<file path="config.mk">
export PLATFORM = sky130hd
export DESIGN_NAME = bus_master_copy
export DESIGN_NICKNAME = d
export VERILOG_FILES = /design/src/rtl/bus_master_pkg.sv /design/src/rtl/bus_master_dp.sv /design/src/rtl/bus_master_copy.sv
export SDC_FILE = /design/constraint.sdc
export NUM_CORES = 1
export LEC_CHECK = 0
export BUFFER_PORTS_ARGS = -buffer_cell sky130_fd_sc_hd__buf_2
export CAP_MARGIN = 20
export CORE_MARGIN = 10
export CORE_UTILIZATION = 36
export DETAILED_ROUTE_END_ITERATION = 10
export GPL_ROUTABILITY_DRIVEN = 1
export SLEW_MARGIN = 20
export SYNTH_ARGS = -nofsm -noshare
export SYNTH_HDL_FRONTEND = slang
export SYNTH_HIERARCHICAL = 1
export SYNTH_SLANG_ARGS = --single-unit
</file>
<file path="constraint.sdc">
create_clock -name clk -period 4 [get_ports clk]
set_input_delay 0.4 -clock clk [delete_from_list [all_inputs] [get_ports clk]]
set_output_delay 0.4 -clock clk [all_outputs]
set_load 0.05 [all_outputs]
</file>
<file path="src/rtl/bus_master_pkg.sv">
// rtl/bus_master_pkg.sv - shared state encoding and default widths for the block-copy bus master
package bus_master_pkg;

  localparam int DEF_ADDR_W = 16;
  localparam int DEF_DATA_W = 64;
  localparam int DEF_LEN_W  = 8;

  typedef enum logic [2:0] {
    IDLE = 3'd0,
    REQ  = 3'd1,
    RD   = 3'd2,
    CAP  = 3'd3,
    WR   = 3'd4,
    DONE = 3'd5
  } state_t;

endpackage

</file>
<file path="src/rtl/bus_master_dp.sv">
// rtl/bus_master_dp.sv - src/dst/count/data registers for the copy engine
// Exposes next-cycle values so the top can register bus outputs without a cycle of lag.
module bus_master_dp #(
  parameter int ADDR_W = bus_master_pkg::DEF_ADDR_W,
  parameter int DATA_W = bus_master_pkg::DEF_DATA_W,
  parameter int LEN_W  = bus_master_pkg::DEF_LEN_W
) (
  input  logic              clk,
  input  logic              reset,
  input  logic              i_load,
  input  logic              i_step,
  input  logic              i_data_we,
  input  logic [ADDR_W-1:0] i_src,
  input  logic [ADDR_W-1:0] i_dst,
  input  logic [LEN_W-1:0]  i_len,
  input  logic [DATA_W-1:0] i_data,
  output logic [ADDR_W-1:0] o_src_nxt,
  output logic [ADDR_W-1:0] o_dst_nxt,
  output logic [DATA_W-1:0] o_data_nxt,
  output logic              o_last
);

  logic [ADDR_W-1:0] r_src;
  logic [ADDR_W-1:0] r_dst;
  logic [LEN_W-1:0]  r_cnt;
  logic [DATA_W-1:0] r_data;
  logic [LEN_W-1:0]  w_cnt_nxt;

  // Address increments wrap naturally at the register width.
  assign o_src_nxt  = i_load ? i_src : (i_step ? r_src + ADDR_W'(1) : r_src);
  assign o_dst_nxt  = i_load ? i_dst : (i_step ? r_dst + ADDR_W'(1) : r_dst);
  assign w_cnt_nxt  = i_load ? i_len : (i_step ? r_cnt - LEN_W'(1) : r_cnt);
  assign o_data_nxt = i_data_we ? i_data : r_data;
  assign o_last     = (r_cnt == LEN_W'(1));

  always_ff @(posedge clk) begin
    if (reset) begin
      r_src  <= '0;
      r_dst  <= '0;
      r_cnt  <= '0;
      r_data <= '0;
    end else begin
      r_src  <= o_src_nxt;
      r_dst  <= o_dst_nxt;
      r_cnt  <= w_cnt_nxt;
      r_data <= o_data_nxt;
    end
  end

endmodule

</file>
<file path="src/rtl/bus_master_copy.sv">
// rtl/bus_master_copy.sv - block-copy bus initiator; BUS_MASTER_FILL_EN adds pattern-fill mode
// Bus outputs are registered from the next state, so they line up with the state they belong to.
module bus_master_copy
  import bus_master_pkg::*;
#(
  parameter int ADDR_W = DEF_ADDR_W,
  parameter int DATA_W = DEF_DATA_W,
  parameter int LEN_W  = DEF_LEN_W
) (
  input  logic              clk,
  input  logic              reset,
  input  logic              op_start,
  input  logic [ADDR_W-1:0] op_src,
  input  logic [ADDR_W-1:0] op_dst,
  input  logic [LEN_W-1:0]  op_len,
  output logic              op_busy,
  output logic              op_done,
  output logic              m_req,
  output logic              m_wr,
  output logic [ADDR_W-1:0] m_addr,
  output logic [DATA_W-1:0] m_dout,
  input  logic              m_grant,
  input  logic [DATA_W-1:0] m_din
`ifdef BUS_MASTER_FILL_EN
  ,
  input  logic              op_fill,
  input  logic [DATA_W-1:0] op_pattern
`endif
);

  state_t            r_state;
  state_t            w_state_nxt;
  logic              w_fill;
  logic              w_load;
  logic              w_step;
  logic              w_capture;
  logic              w_data_we;
  logic [DATA_W-1:0] w_data;
  logic [ADDR_W-1:0] w_src_nxt;
  logic [ADDR_W-1:0] w_dst_nxt;
  logic [DATA_W-1:0] w_data_nxt;
  logic              w_last;

  logic              r_busy, r_done, r_req, r_wr;
  logic [ADDR_W-1:0] r_addr;
  logic [DATA_W-1:0] r_dout;
  logic              w_busy_nxt, w_done_nxt, w_req_nxt, w_wr_nxt;
  logic [ADDR_W-1:0] w_addr_nxt;
  logic [DATA_W-1:0] w_dout_nxt;

  assign w_load    = (r_state == IDLE) && op_start && (op_len != '0);
  assign w_step    = (r_state == WR) && m_grant;
  assign w_capture = (r_state == CAP) && m_grant;

`ifdef BUS_MASTER_FILL_EN
  logic r_fill;
  always_ff @(posedge clk) begin
    if (reset)       r_fill <= 1'b0;
    else if (w_load) r_fill <= op_fill;
  end
  assign w_fill    = r_fill;
  assign w_data_we = w_capture | (w_load & op_fill);
  assign w_data    = w_capture ? m_din : op_pattern;
`else
  assign w_fill    = 1'b0;
  assign w_data_we = w_capture;
  assign w_data    = m_din;
`endif

  bus_master_dp #(
    .ADDR_W (ADDR_W),
    .DATA_W (DATA_W),
    .LEN_W  (LEN_W)
  ) u_dp (
    .clk        (clk),
    .reset      (reset),
    .i_load     (w_load),
    .i_step     (w_step),
    .i_data_we  (w_data_we),
    .i_src      (op_src),
    .i_dst      (op_dst),
    .i_len      (op_len),
    .i_data     (w_data),
    .o_src_nxt  (w_src_nxt),
    .o_dst_nxt  (w_dst_nxt),
    .o_data_nxt (w_data_nxt),
    .o_last     (w_last)
  );

  always_ff @(posedge clk) begin
    if (reset) r_state <= IDLE;
    else       r_state <= w_state_nxt;
  end

  // Losing grant anywhere in a word sends us back to REQ without advancing the counters.
  always_comb begin
    w_state_nxt = r_state;
    case (r_state)
      IDLE: if (op_start) w_state_nxt = (op_len != '0) ? REQ : DONE;
      REQ:  if (m_grant) w_state_nxt = w_fill ? WR : RD;
      RD:   w_state_nxt = m_grant ? CAP : REQ;
      CAP:  w_state_nxt = m_grant ? WR : REQ;
      WR: begin
        if (!m_grant)   w_state_nxt = REQ;
        else if (w_last) w_state_nxt = DONE;
        else             w_state_nxt = w_fill ? WR : RD;
      end
      DONE:    w_state_nxt = IDLE;
      default: w_state_nxt = IDLE;
    endcase
  end

  always_comb begin
    w_req_nxt  = 1'b0;
    w_wr_nxt   = 1'b0;
    w_done_nxt = 1'b0;
    w_busy_nxt = (w_state_nxt != IDLE);
    w_addr_nxt = r_addr;
    w_dout_nxt = r_dout;
    case (w_state_nxt)
      REQ: w_req_nxt = 1'b1;
      RD, CAP: begin
        w_req_nxt  = 1'b1;
        w_addr_nxt = w_src_nxt;
      end
      WR: begin
        w_req_nxt  = 1'b1;
        w_wr_nxt   = 1'b1;
        w_addr_nxt = w_dst_nxt;
        w_dout_nxt = w_data_nxt;
      end
      DONE:    w_done_nxt = 1'b1;
      default: ;
    endcase
  end

  always_ff @(posedge clk) begin
    if (reset) begin
      r_busy <= 1'b0;
      r_done <= 1'b0;
      r_req  <= 1'b0;
      r_wr   <= 1'b0;
      r_addr <= '0;
      r_dout <= '0;
    end else begin
      r_busy <= w_busy_nxt;
      r_done <= w_done_nxt;
      r_req  <= w_req_nxt;
      r_wr   <= w_wr_nxt;
      r_addr <= w_addr_nxt;
      r_dout <= w_dout_nxt;
    end
  end

  assign op_busy = r_busy;
  assign op_done = r_done;
  assign m_req   = r_req;
  assign m_wr    = r_wr;
  assign m_addr  = r_addr;
  assign m_dout  = r_dout;

endmodule

</file>
==> impl_metrics.json <==
{
  "run_status": "complete, no violations",
  "comb_power_share_pct": 9.1,
  "cts_buffer_depth": 2,
  "drc": 0,
  "overflow": 0,
  "swShare_pct": 28.9,
  "start_util_pct": 36.9,
  "postLayoutCellArea_um2": 9900,
  "startpoint": "r_state[2]",
  "crit_fanout": 11,
  "finalCritPeriodShare_pct": 73.6,
  "worstHoldStart": "op_len[3]",
  "setup_viol": 0,
  "min_path_type": "in -> reg",
  "crit_slowest_cell": "nor3_2",
  "grt_max_degree": 129,
  "io_pins": 192,
  "timing.final.hold_violations": 0,
  "yosysUniqueCellTypes": 47,
  "antenna_found_initial": 5,
  "track_usage_pct": 14.4,
  "total_power_mw": 4.18,
  "dieArea_um2": 28900,
  "clk_latency_ns": 0.45,
  "synth_warnings": 6,
  "utilization_pct": 45.1,
  "postCtsSetupBuffers": 0,
  "post-place-ws_ns": 0.988,
  "die_w_um": 170,
  "async_flop_share_pct": 0,
  "cts_tree": "yes",
  "power.internal_mw": 2.98,
  "rsz0062_at_grt": "no",
  "pwr-share-clk_pct": 42.7,
  "htree_levels": 4,
  "ant_nets": 0,
  "reg2reg_from": "r_state[2]",
  "synth_edf_count": 0,
  "clk_pin_slew_ns": 0.08,
  "row_count": 54,
  "max_slew.worst_pin.slew_ns": 0.927,
  "r2r_slack_ns": 1.05,
  "core_area_um2": 22000,
  "cp_slowest_stage_delay_ns": 0.56,
  "pwr-share-seq_pct": 48.1,
  "layout-drive-gt1-share_pct": 29.8,
  "syn_area_um2": 8100,
  "crit_arrival_ns": 3.30,
  "fin_nets": 1164,
  "critPathBufInv": 0,
  "finClkSkew_ns": 0.0156,
  "power_density_nw_per_um2": 423,
  "rr_worst_depth": 8,
  "final_cells": 1348,
  "p_leak_nw": 4.12,
  "dp_hpwl_mm": 14.7,
  "cp-end-kind": "register",
  "area_growth_pct": 22.2,
  "dp_cells": 1313,
  "fin_tns_setup_ns": 0,
  "cts_buffers": 17,
  "synth-main-ff-cell": "dfxtp_1",
  "drt_iter0_markers": 389,
  "critical_path.top_delay_family": "simple AND/OR/NAND/NOR gates",
  "wl_mm": 21.2,
  "cts_sinks": 191,
  "place.gp.congestion": 0.789,
  "placed_area_um2": 9260,
  "fill_cells": 2181,
  "synth_cells": 894,
  "cp.depth": 8,
  "root_buffer": "clkbuf_16",
  "post_drt_via_cell_ratio": 4.86,
  "drv_slew": 0,
  "whs_ns": 0.220,
  "p_sw_mw": 1.21,
  "cp_cell_sequence": "nand2_1, nor3_2, nand4_1, nor4_1, mux2_2, nor2_1, nor2_1, a211oi_1",
  "avgSynthCellArea_um2": 9.06,
  "grt_pass1_wl_mm": 33.9,
  "reg2reg_to": "m_addr[15]",
  "start_kind": "register",
  "via_count": 6548,
  "ctsResizeCount": 0,
  "endpoint": "m_addr[15]",
  "die_h_um": 170,
  "synth_seq_cells": 191,
  "maxCapViolations": 0,
  "firstDrtPassIters": 4,
  "peakVddDrop_mv": 0.241,
  "slew-limit-headroom_pct": 38.2,
  "io_buffers": 191,
  "seq_area_frac_synth_pct": 47.2,
  "worstSetupPathType": "reg -> reg",
  "setup_ws_ns": 1.05,
  "required_ns": 4.36,
  "fmax_mhz": 339,
  "grt_pass1_vias": 6293,
  "wl_per_cell_um": 15.7,
  "fin_crit_ns": 2.95,
  "hold_buffers": 0,
  "synth_fp_nets": 1006,
  "timing.critical_path.mode_cell": "nor2_1"
}
==> worst min path at each step <==
stage / end / cells past startpoint / slack [ns]
4_1_cts: u_dp/r_cnt[1] / 3 / 0.19
3_5_place_dp: m_dout[20] / 2 / 0.44
3_3_place_gp: m_dout[36] / 2 / 0.44
6_report: u_dp/r_cnt[3] / 3 / 0.22
2_1_floorplan: r_state[0] / 1 / 0.49
5_1_grt: u_dp/r_cnt[3] / 3 / 0.20
==> cell type report <==
class	instances	area [um2]	share of cell area, %
Antenna cell	3	7.51	0.0759
Clock buffer	17	425	4.30
Clock inverter	15	209	2.11
Inverter	10	40.0	0.405
Multi-Input combinational cell	631	3980	40.2
Sequential cell	191	3820	38.6
Tap cell	280	350	3.54
Timing Repair Buffer	201	1060	10.7
==> power by group through the flow <==
stage	logic [mW]	clock network (mW)	registers, mW
after floorplan	0.226	0	2.08
final	0.382	1.79	2.01
after global placement	0.382	0	2.06
after global routing	0.424	1.91	2.02
after CTS	0.385	1.84	2.01
after detailed placement	0.383	0	2.06
==> cells in the mapped netlist, types with 2 or more instances <==
master,instances,area [um2]
nor4_2,2,25.0
inv_1,8,30.0
clkbuf_1,38,143
nand3_1,8,40.0
inv_2,2,7.51
nor3_1,14,70.1
a311oi_1,2,17.5
or3_1,2,12.5
buf_1,5,18.8
o21a_1,2,15.0
o31a_1,2,17.5
o21ai_1,2,10.0
nor2b_1,80,500
mux2i_1,20,200
nor4_1,8,50.1
buf_2,16,80.1
nor3b_1,2,15.0
nand4_1,12,75.1
nor4_4,2,42.5
o21ai_0,10,50.1
xnor2_1,21,184
xor2_1,7,61.3
mux2_2,67,754
a21oi_1,86,430
ha_1,4,50.1
nand4_4,2,42.5
a211oi_2,2,25.0
nor2_1,60,225
nand2_1,161,604
buf_6,2,22.5
or4_1,2,15.0
a31oi_1,2,12.5
dfxtp_1,191,3820
a211oi_1,36,270
nand3_2,2,20.0
==> placed cells by master (no fill, tap or decap), types with 3 or more instances in the layout <==
master,netlist,routed
a21oi_1,86,86
nand4_1,12,12
mux2i_1,20,20
buf_4,1,8
diode_2,0,3
dfxtp_1,191,191
o21ai_0,10,10
xor2_1,7,7
nor2b_1,80,80
clkinv_8,0,8
inv_1,8,8
buf_2,16,190
nor2_1,60,60
ha_1,4,4
nor3_1,14,13
nand3_1,8,8
a211oi_1,36,36
xnor2_1,21,21
nor4_1,8,8
nand2_1,161,160
clkbuf_16,0,17
mux2_2,67,67
==> sequential cells by signal, summed over array words and instances, names as in the netlist, 3 cells and up <==
signal       cells
u_dp/r_dst      16
u_dp/r_cnt       8
u_dp/r_data     64
m_dout          64
r_state          3
m_addr          16
u_dp/r_src      16
==> routing by layer <==
| layer | up-vias | wire length, um | track usage [%] |
|---|---|---|---|
| li1 | 3362 | - | - |
| met1 | 3016 | 9480 | 17.7 |
| met2 | 138 | 9380 | 22.0 |
| met3 | 24 | 2060 | 7.22 |
| met4 | 8 | 196 | 3.78 |
| met5 | - | 35 | 0 |
==> worst reg2reg max path, cell delays in order, from the launching register on <==
cell and delay [ns]:
dfxtp_1 0.50, nand2_1 0.11, nor3_2 0.56, nand4_1 0.49, nor4_1 0.47, mux2_2 0.39
nor2_1 0.10, nor2_1 0.05, a211oi_1 0.20
==> kinds of logic (layout without fill, tap and decap cells) <==
kind of cell | after synthesis | after routing | synth area share, %
buf+inv | 72 | 243 | 3.82
other cells | 0 | 3 | 0
flops | 191 | 191 | 47.2
fa+ha+maj | 4 | 4 | 0.618
mux | 87 | 87 | 11.8
compound gates | 148 | 148 | 11.1
simple gates | 364 | 364 | 22.4
xor+xnor | 28 | 28 | 3.03
(Power assumes the default switching activity.)
